File: src/rtl/apb_subsystem_top.sv
// apb_subsystem_top: CPU-facing APB master bridge driving a 32-entry register-file slave
// over an internal APB bus scope (APB_Protocol_Bus). Transfers issue back-to-back forever.
// Optional feature macro: APB_STRB_EN -- when defined, byte-lane write strobes are honoured;
// when undefined, PSTRB is forced all-ones and every valid write updates the full word.

module apb_subsystem_top #(
    parameter int unsigned ADDR_SIZE = 32,
    parameter int unsigned DATA_SIZE = 32,
    parameter int unsigned PROT_SIZE = 3,
    parameter int unsigned STRB_SIZE = DATA_SIZE/8
) (
    input  logic                 PCLK,
    input  logic                 PRESETn,
    input  logic                 MWRITE,
    input  logic [PROT_SIZE-1:0] MPROT,
    input  logic [ADDR_SIZE-1:0] MADDR,
    input  logic [DATA_SIZE-1:0] MWDATA,
    input  logic [STRB_SIZE-1:0] MSTRB,
    output logic [DATA_SIZE-1:0] MRDATA,
    output logic                 MSLVERR
);

    localparam int unsigned DEPTH = 32;
    localparam int unsigned IDX_W = 5;

    typedef enum logic [1:0] {
        ST_IDLE   = 2'd0,
        ST_SETUP  = 2'd1,
        ST_ACCESS = 2'd2
    } state_t;

    state_t                 r_state;
    state_t                 w_next_state;
    logic                   w_psel;
    logic                   w_penable;
    logic                   w_load;
    logic                   w_done;

    logic                   r_pwrite;
    logic [ADDR_SIZE-1:0]   r_paddr;
    logic [DATA_SIZE-1:0]   r_pwdata;
    logic [STRB_SIZE-1:0]   r_pstrb;
    logic [PROT_SIZE-1:0]   r_pprot;

    logic [DATA_SIZE-1:0]   r_mrdata;
    logic                   r_mslverr;

    logic                   w_pready;
    logic                   w_pslverr;
    logic [DATA_SIZE-1:0]   w_prdata;

    assign w_pready  = APB_Protocol_Bus.PREADY;
    assign w_pslverr = APB_Protocol_Bus.PSLVERR;
    assign w_prdata  = APB_Protocol_Bus.PRDATA;

    assign MRDATA  = r_mrdata;
    assign MSLVERR = r_mslverr;

    // Master state register
    always_ff @(posedge PCLK) begin
        if (PRESETn) begin
            r_state <= ST_IDLE;
        end else begin
            r_state <= w_next_state;
        end
    end

    // Master next-state and bus control decode
    always_comb begin
        w_next_state = r_state;
        w_psel       = 1'b0;
        w_penable    = 1'b0;
        w_load       = 1'b0;
        w_done       = 1'b0;
        case (r_state)
            ST_IDLE: begin
                w_next_state = ST_SETUP;
                w_load       = 1'b1;
            end
            ST_SETUP: begin
                w_psel       = 1'b1;
                w_next_state = ST_ACCESS;
            end
            ST_ACCESS: begin
                w_psel    = 1'b1;
                w_penable = 1'b1;
                if (w_pready) begin
                    w_next_state = ST_SETUP;
                    w_load       = 1'b1;
                    w_done       = 1'b1;
                end
            end
            default: begin
                w_next_state = ST_IDLE;
            end
        endcase
    end

    // Capture the CPU request on every edge that enters SETUP; held through ACCESS
    always_ff @(posedge PCLK) begin
        if (PRESETn) begin
            r_pwrite <= 1'b0;
            r_paddr  <= '0;
            r_pwdata <= '0;
            r_pstrb  <= '0;
            r_pprot  <= '0;
        end else if (w_load) begin
            r_pwrite <= MWRITE;
            r_paddr  <= MADDR;
            r_pwdata <= MWDATA;
`ifdef APB_STRB_EN
            r_pstrb  <= MSTRB;
`else
            r_pstrb  <= '1;
`endif
            r_pprot  <= MPROT;
        end
    end

`ifndef APB_STRB_EN
    // Strobes are ignored in this build; fold them so the input is still consumed
    logic w_unused_strb;
    assign w_unused_strb = ^MSTRB;
`endif

    // Return status and read data to the CPU on transfer completion
    always_ff @(posedge PCLK) begin
        if (PRESETn) begin
            r_mrdata  <= '0;
            r_mslverr <= 1'b0;
        end else if (w_done) begin
            r_mslverr <= w_pslverr;
            if (!r_pwrite) begin
                r_mrdata <= w_pslverr ? '0 : w_prdata;
            end
        end
    end

    // Internal APB bus and its single register-file slave
    if (1'b1) begin : APB_Protocol_Bus
        logic                 PSEL;
        logic                 PENABLE;
        logic                 PWRITE;
        logic [ADDR_SIZE-1:0] PADDR;
        logic [DATA_SIZE-1:0] PWDATA;
        logic [STRB_SIZE-1:0] PSTRB;
        logic [PROT_SIZE-1:0] PPROT;
        logic [DATA_SIZE-1:0] PRDATA;
        logic                 PREADY;
        logic                 PSLVERR;

        logic [DATA_SIZE-1:0] r_mem [DEPTH];
        logic [IDX_W-1:0]     w_idx;
        logic                 w_access;
        logic                 w_in_range;
        logic [DATA_SIZE-1:0] w_bmask;
        logic                 w_unused_prot;

        assign PSEL    = w_psel;
        assign PENABLE = w_penable;
        assign PWRITE  = r_pwrite;
        assign PADDR   = r_paddr;
        assign PWDATA  = r_pwdata;
        assign PSTRB   = r_pstrb;
        assign PPROT   = r_pprot;

        // Protection attributes travel on the bus but the slave does not act on them
        assign w_unused_prot = ^PPROT;

        assign w_idx      = PADDR[IDX_W-1:0];
        assign w_access   = PSEL & PENABLE;
        assign w_in_range = (PADDR < ADDR_SIZE'(DEPTH));
        assign PREADY     = w_access;
        assign PSLVERR    = w_access & ~w_in_range;
        assign PRDATA     = (w_access && w_in_range) ? r_mem[w_idx] : '0;

        // Expand byte strobes to a bit mask
        for (genvar g = 0; g < STRB_SIZE; g++) begin : g_bmask
            assign w_bmask[g*8 +: 8] = {8{PSTRB[g]}};
        end

        // Register file: cleared on reset, byte-masked write on a ready in-range access
        always_ff @(posedge PCLK) begin
            if (PRESETn) begin
                r_mem <= '{default: '0};
            end else if (w_access && PREADY && PWRITE && w_in_range) begin
                r_mem[w_idx] <= (r_mem[w_idx] & ~w_bmask) | (PWDATA & w_bmask);
            end
        end
    end

endmodule

File: config.mk
export PLATFORM = sky130hd
export DESIGN_NAME = apb_subsystem_top
export DESIGN_NICKNAME = d
export VERILOG_FILES = /design/src/rtl/apb_subsystem_top.sv
export SDC_FILE = /design/constraint.sdc
export NUM_CORES = 2
export LEC_CHECK = 0
export CORE_MARGIN = 1
export CORE_UTILIZATION = 50
export CTS_CLUSTER_SIZE = 20
export DETAILED_ROUTE_END_ITERATION = 10
export PLACE_DENSITY = 0.73
export SETUP_SLACK_MARGIN = 0.15
export SYNTH_ARGS = -nofsm -noshare
export SYNTH_HDL_FRONTEND = slang
export SYNTH_SLANG_ARGS = --single-unit
File: constraint.sdc
create_clock -name PCLK -period 2.6 [get_ports PCLK]
set_input_delay 0.26 -clock PCLK [delete_from_list [all_inputs] [get_ports PCLK]]
set_output_delay 0.26 -clock PCLK [all_outputs]
set_load 0.05 [all_outputs]
* Word level (Yosys, flattened, before mapping)
Cells that the tools add are included.
** Storage, ports and cells
- Bits in registers :: 1125
- Bits of input ports :: 74
- Output and inout bits :: 33
- Logic and storage cells :: 76
** Operators by class
- Order comparisons :: 3
- Equality and inequality tests :: 3
- Mux-type cells :: 15
- Bitwise operators :: 9
- Reductions and logical operators :: 7
** Operators by type and width (count)
- bitwise mux 1024 bit :: 1
- binary-select mux 32 bit (select 5 bit) :: 1
- demux 32 bit (select 5 bit) :: 1
- two-way mux 32 bit :: 5
- bitwise AND 32 bit :: 2
- < comparator 32 x 6 -> 1 bit, second input constant :: 1
- inverter 32 bit :: 1
- bitwise OR 32 bit :: 1
- greater-or-equal comparator 6 bit, second input constant :: 1
- < comparator 6 x 1 -> 1 bit, second input constant :: 1
- inverter 5 -> 6 bit :: 1
- one-hot mux 2 bit (3 select lines) :: 1
- logical AND 1 bit :: 4
- two-way mux 1 bit :: 4
- bitwise AND 1 bit :: 2
- equality test 2 x 1 -> 1 bit, second input constant :: 1
- equality test 2 bit, second input constant :: 1
- logical NOT 2 bit :: 1
- two-way mux 2 bit :: 1
- inequality test 2 bit, second input constant :: 1
- inverter 1 bit :: 2
- one-hot mux 1 bit (2 select lines) :: 1
- AND reduction 2 bit :: 1
- OR reduction 2 bit :: 1

* Depth between registers and ports, before layout
- Depth in word-level cells :: 7
- Gate-level depth with buffers :: 10
- Gate-level depth less buffers :: 5

* Worst setup path after synthesis
Ideal clock, no wire load.
- Path type :: reg2reg
- From :: reg r_paddr[1] (netlist: APB_Protocol_Bus.PADDR[1])
- To :: reg APB_Protocol_Bus.r_mem[734] in the netlist's numbering
- Setup time :: 0.141 ns
- Arrival :: 2.181 ns
- Data required time :: 2.459 ns
- Slack :: 0.278 ns
- Stages on the path, launching flop included :: 10
- Path buffers :: 4
- Clock period less this slack :: 2.322 ns
- Cell sequence :: dfxtp_1 clkbuf_1 clkbuf_1 buf_2 mux2i_1 o22ai_1 or4_1 nor2_2 buf_4 o221ai_1
** Between the ends
- Word-level cells in the longest chain between the ends :: 7
- Elaborated cells on any way between the ends :: 14
- Those cells by class :: order compare (3); mux (6); bitwise (3); reduce/logical (2)
** Ends and longest elaborated chain
- from (decl) :: RTL line 40 : logic [ADDR_SIZE-1:0] r_paddr;
- from (signal assigned) :: RTL line 103 : r_paddr <= '0;
- from (signal assigned) :: RTL line 109 : r_paddr <= MADDR;
- inverter 5 -> 6 bit :: RTL line 187 : r_mem[w_idx] <= (r_mem[w_idx] & ~w_bmask) | (PWDATA & w_bmask);
- binary-select mux 32 bit (select 5 bit) :: RTL line 187
- two-way mux 32 bit (not written as such) (2 in series) :: RTL line 187
- bitwise AND 32 bit :: RTL line 187
- bitwise OR 32 bit :: RTL line 187
- bitwise mux 1024 bit :: RTL line 187
- to (signal, indexed assignment) :: RTL line 187
- to (decl) :: RTL line 152 : logic [DATA_SIZE-1:0] r_mem [DEPTH];
Parallel ways exist; a longest one is shown, timed or not. The select of a mux whose other input is x is not followed.
A chain may end at the register's enable or synchronous reset.

* Final worst setup path
- From :: reg r_paddr[1] (netlist: APB_Protocol_Bus.PADDR[1])
- To :: reg APB_Protocol_Bus.r_mem[455] in the netlist's numbering
Same word-level chain as after synthesis.

==> flow_metrics.py <==
metrics = {
    "timing": {
        "max_freq_mhz": 372,
        "hold_viol_final": 0,
        "slew_headroom_pct": 24.4,
        "fin_crit_ps": 2690,
        "tightest_slew_ps": 1130,
        "period_share_pct": 103,
        "setup-violations-final": 195,
        "postLayoutSetupSlackWorst_ps": -87.8,
        "rsz0062_at_grt": "true",
        "holdWs_ps": 147,
        "maxSlewViolCount": 0,
        "fin_skew_ps": 29.1,
    },
    "logic_synthesis": {
        "synthTopCellsByCount": "1125 x dfxtp_1, 993 x nand3b_1, 992 x o221ai_1, 577 x mux2i_1, 561 x clkbuf_1",
        "synthFlopType": "dfxtp_1",
        "synth_top_area_cell": "dfxtp_1",
        "synth_edf_count": 0,
        "synthMuxAreaShare_pct": 11.7,
        "synth_top_area_share_pct": 42.8,
        "ys_types": 40,
        "synthXorXnorAreaFrac_pct": 0,
        "yosysSeqAreaShare_pct": 42.8,
        "netlist_top_cells_area": "dfxtp_1 43%, o221ai_1 16%, nand3b_1 14%",
        "synth_top_family_by_area": "compound AO/OA/AOI/OAI gates",
        "synthSimpleGateAreaFrac_pct": 18.3,
        "syn_inst": 5233,
        "ys_seq_elements": 1125,
        "async_reset_ff_share_pct": 0,
        "synth-compound-area-share_pct": 20.2,
        "yosys_warnings": 0,
        "syn-num-nets": 5307,
        "syn_area_sq_um": 52700,
        "synth_adder_area_share_pct": 0,
        "synth_area_per_cell_sq_um": 10.1,
        "synth_most_common_cell": "dfxtp_1",
    },
    "finish": {
        "nets": 5206,
        "syn2layout_area_growth_pct": 20.7,
        "n_fill_cell": 8128,
        "drive_gt1_share_pct": 18.4,
    },
    "cts": {
        "ctsLongestPathBuffers": 3,
        "htreeDepth": 3,
        "tritoncts": "built",
        "clock-root-buffer": "clkbuf_16",
        "cts.clk_slew.worst_paths_ps": 60,
        "clock-sinks": 1125,
        "clk_latency_ps": 730,
        "cts_buffers": 114,
    },
    "die": {
        "core_area_sq_um": 104000,
        "dieArea_sq_um": 107000,
        "die_w_um": 327,
        "io-pin-count": 107,
        "initial_core_util_pct": 50.7,
        "die_h_um": 327,
        "rows": 118,
    },
    "worst_setup_path": {
        "path_class": "reg2reg",
        "startpoint_type": "flop",
        "crit_required_ps": 3150,
        "worstPathArrival_ps": 3240,
        "crit_fanout": 16,
        "cp-end-kind": "flop",
    },
    "outcome": {
        "failed_checks": "setup timing",
        "run_status": "finished, violations left",
    },
    "routing": {
        "route.detailed.drc": 0,
        "first_pass_iters": 7,
        "drt-total-wl_mm": 204,
        "ant_nets": 0,
        "wire_per_inst_um": 30.8,
        "vias": 49200,
        "via_per_inst": 7.45,
        "drt_iter0_markers": 7497,
    },
    "power_and_ir_drop": {
        "ir_drop_mv": 0.585,
        "p_leak_nw": 20.7,
        "powerDensity_nw_per_um2": 582,
        "total_power_w": 0.0370,
    },
    "place": {
        "gp_congestion": 0.914,
        "hpwl_mm": 112,
        "preCtsSetupSlack_ps": -234,
        "io_buffer_count": 99,
    },
    "global_routing": {
        "grt_pass1_vias": 46200,
        "grt_overflow_total": 0,
        "grtUsageTotal_pct": 35.8,
        "antenna_found_initial": 2,
        "grt_max_degree": 282,
        "grt_pass1_wl_mm": 296,
    },
    "worst_hold_path": {
        "min_path_type": "in2reg",
    },
    "flow_run": {
        "max_cap_violations": 0,
    },
}
-- layer usage --
metal  GRT usage (%)  share of wire, %  vias to the layer above
li1                -                 -                    20500
met1            47.4                38                    24100
met2            52.8                42                     3697
met3            8.03                13                      891
met4            22.4               7.0                        6
met5               0             0.030                        -
-- cells by family after synthesis --
kind of cell,Yosys count
AO/OA/AOI/OAI,1313
multiplexers,609
buffers and inverters,820
flip-flops,1125
AND/OR/NAND/NOR,1366
-- state kept, by name, summed over array words and instances, names as in the netlist --
signal,cells
r_state,2
MRDATA,32
APB_Protocol_Bus.PSTRB,1
APB_Protocol_Bus.r_mem,1024
MSLVERR,1
APB_Protocol_Bus.PWRITE,1
APB_Protocol_Bus.PADDR,32
APB_Protocol_Bus.PWDATA,32
-- layout make-up --
class	instances	area [sq um]	area share [%]
multi-input combinational	3291	27600	43.4
sequential	1125	22500	35.5
timing repair buffer	599	7770	12.2
clock buffer	156	3290	5.18
tap	1380	1730	2.72
clock inverter	54	658	1.04
antenna	2	5.00	0.00787
inverter	1	3.75	0.00591
-- placed cells by master (no fill, tap or decap), drive strengths merged, types with 3 or more instances in the layout --
cell type      count
nor2             108
o221ai           992
mux2              32
nand2b            32
nor4               6
mux2i            577
clkinvlp           5
o21ai             64
clkinv            36
or3               31
or4               65
o22ai            256
dfxtp           1125
clkbuf           178
inv                3
buf              472
nand3b           993
clkdlybuf4s50     98
nor3               4
nor3b              5
nand2             68
nand4bb            5
nand4b             4
nand4             34
and3b              3
bufinv            11
or4b               4
bufbuf             6
-- stage by stage --
stage                     cell area [sq um]  util [%]  setup TNS, ps  std cells
after floorplan                       52700         -              0       5233
after global placement                56200      54.0         -66460       6268
after detailed placement              56200      54.0        -107390       6268
after CTS                             61600      59.2          -15.3       6532
after global routing                  63600      61.2         -11000       6606
final                                 63600      61.2          -6600       6608
-- where the power goes --
part	switching [W]	internal, W
Combinational	0.00117	0.00110
Sequential	0.0000572	0.0173
Clock	0.00739	0.00998
Total	0.00863	0.0284
-- final timing paths --
kind / cells past startpoint / to / slack (ps) / start
setup / recovery: 10 / APB_Protocol_Bus.r_mem[455] / -90 / APB_Protocol_Bus.PADDR[1]
hold / removal: 3 / APB_Protocol_Bus.PWDATA[16] / 150 / MWDATA[16]
setup reg to reg: 10 / APB_Protocol_Bus.r_mem[455] / -90 / APB_Protocol_Bus.PADDR[1]
hold reg to reg: 1 / r_state[1] / 420 / r_state[1]
-- repair_timing --
item	CTS	global route
hold buffers	1	0
gates cloned	17	26
pin swaps	39	29
gates resized for setup	152	210
setup endpoints to repair	1056	1056
buffers inserted	36	48
endpoints found under the hold margin	23	0
-- critical path: stages (launching register included) --
cell and delay [ps]:
dfxtp_4 420, buf_12 180, buf_12 160, buf_12 170
buf_12 150, mux2i_2 230, o22ai_2 110, or4_4 570
nor2_4 200, buf_12 180, o221ai_1 120
(Power assumes the default switching activity.)
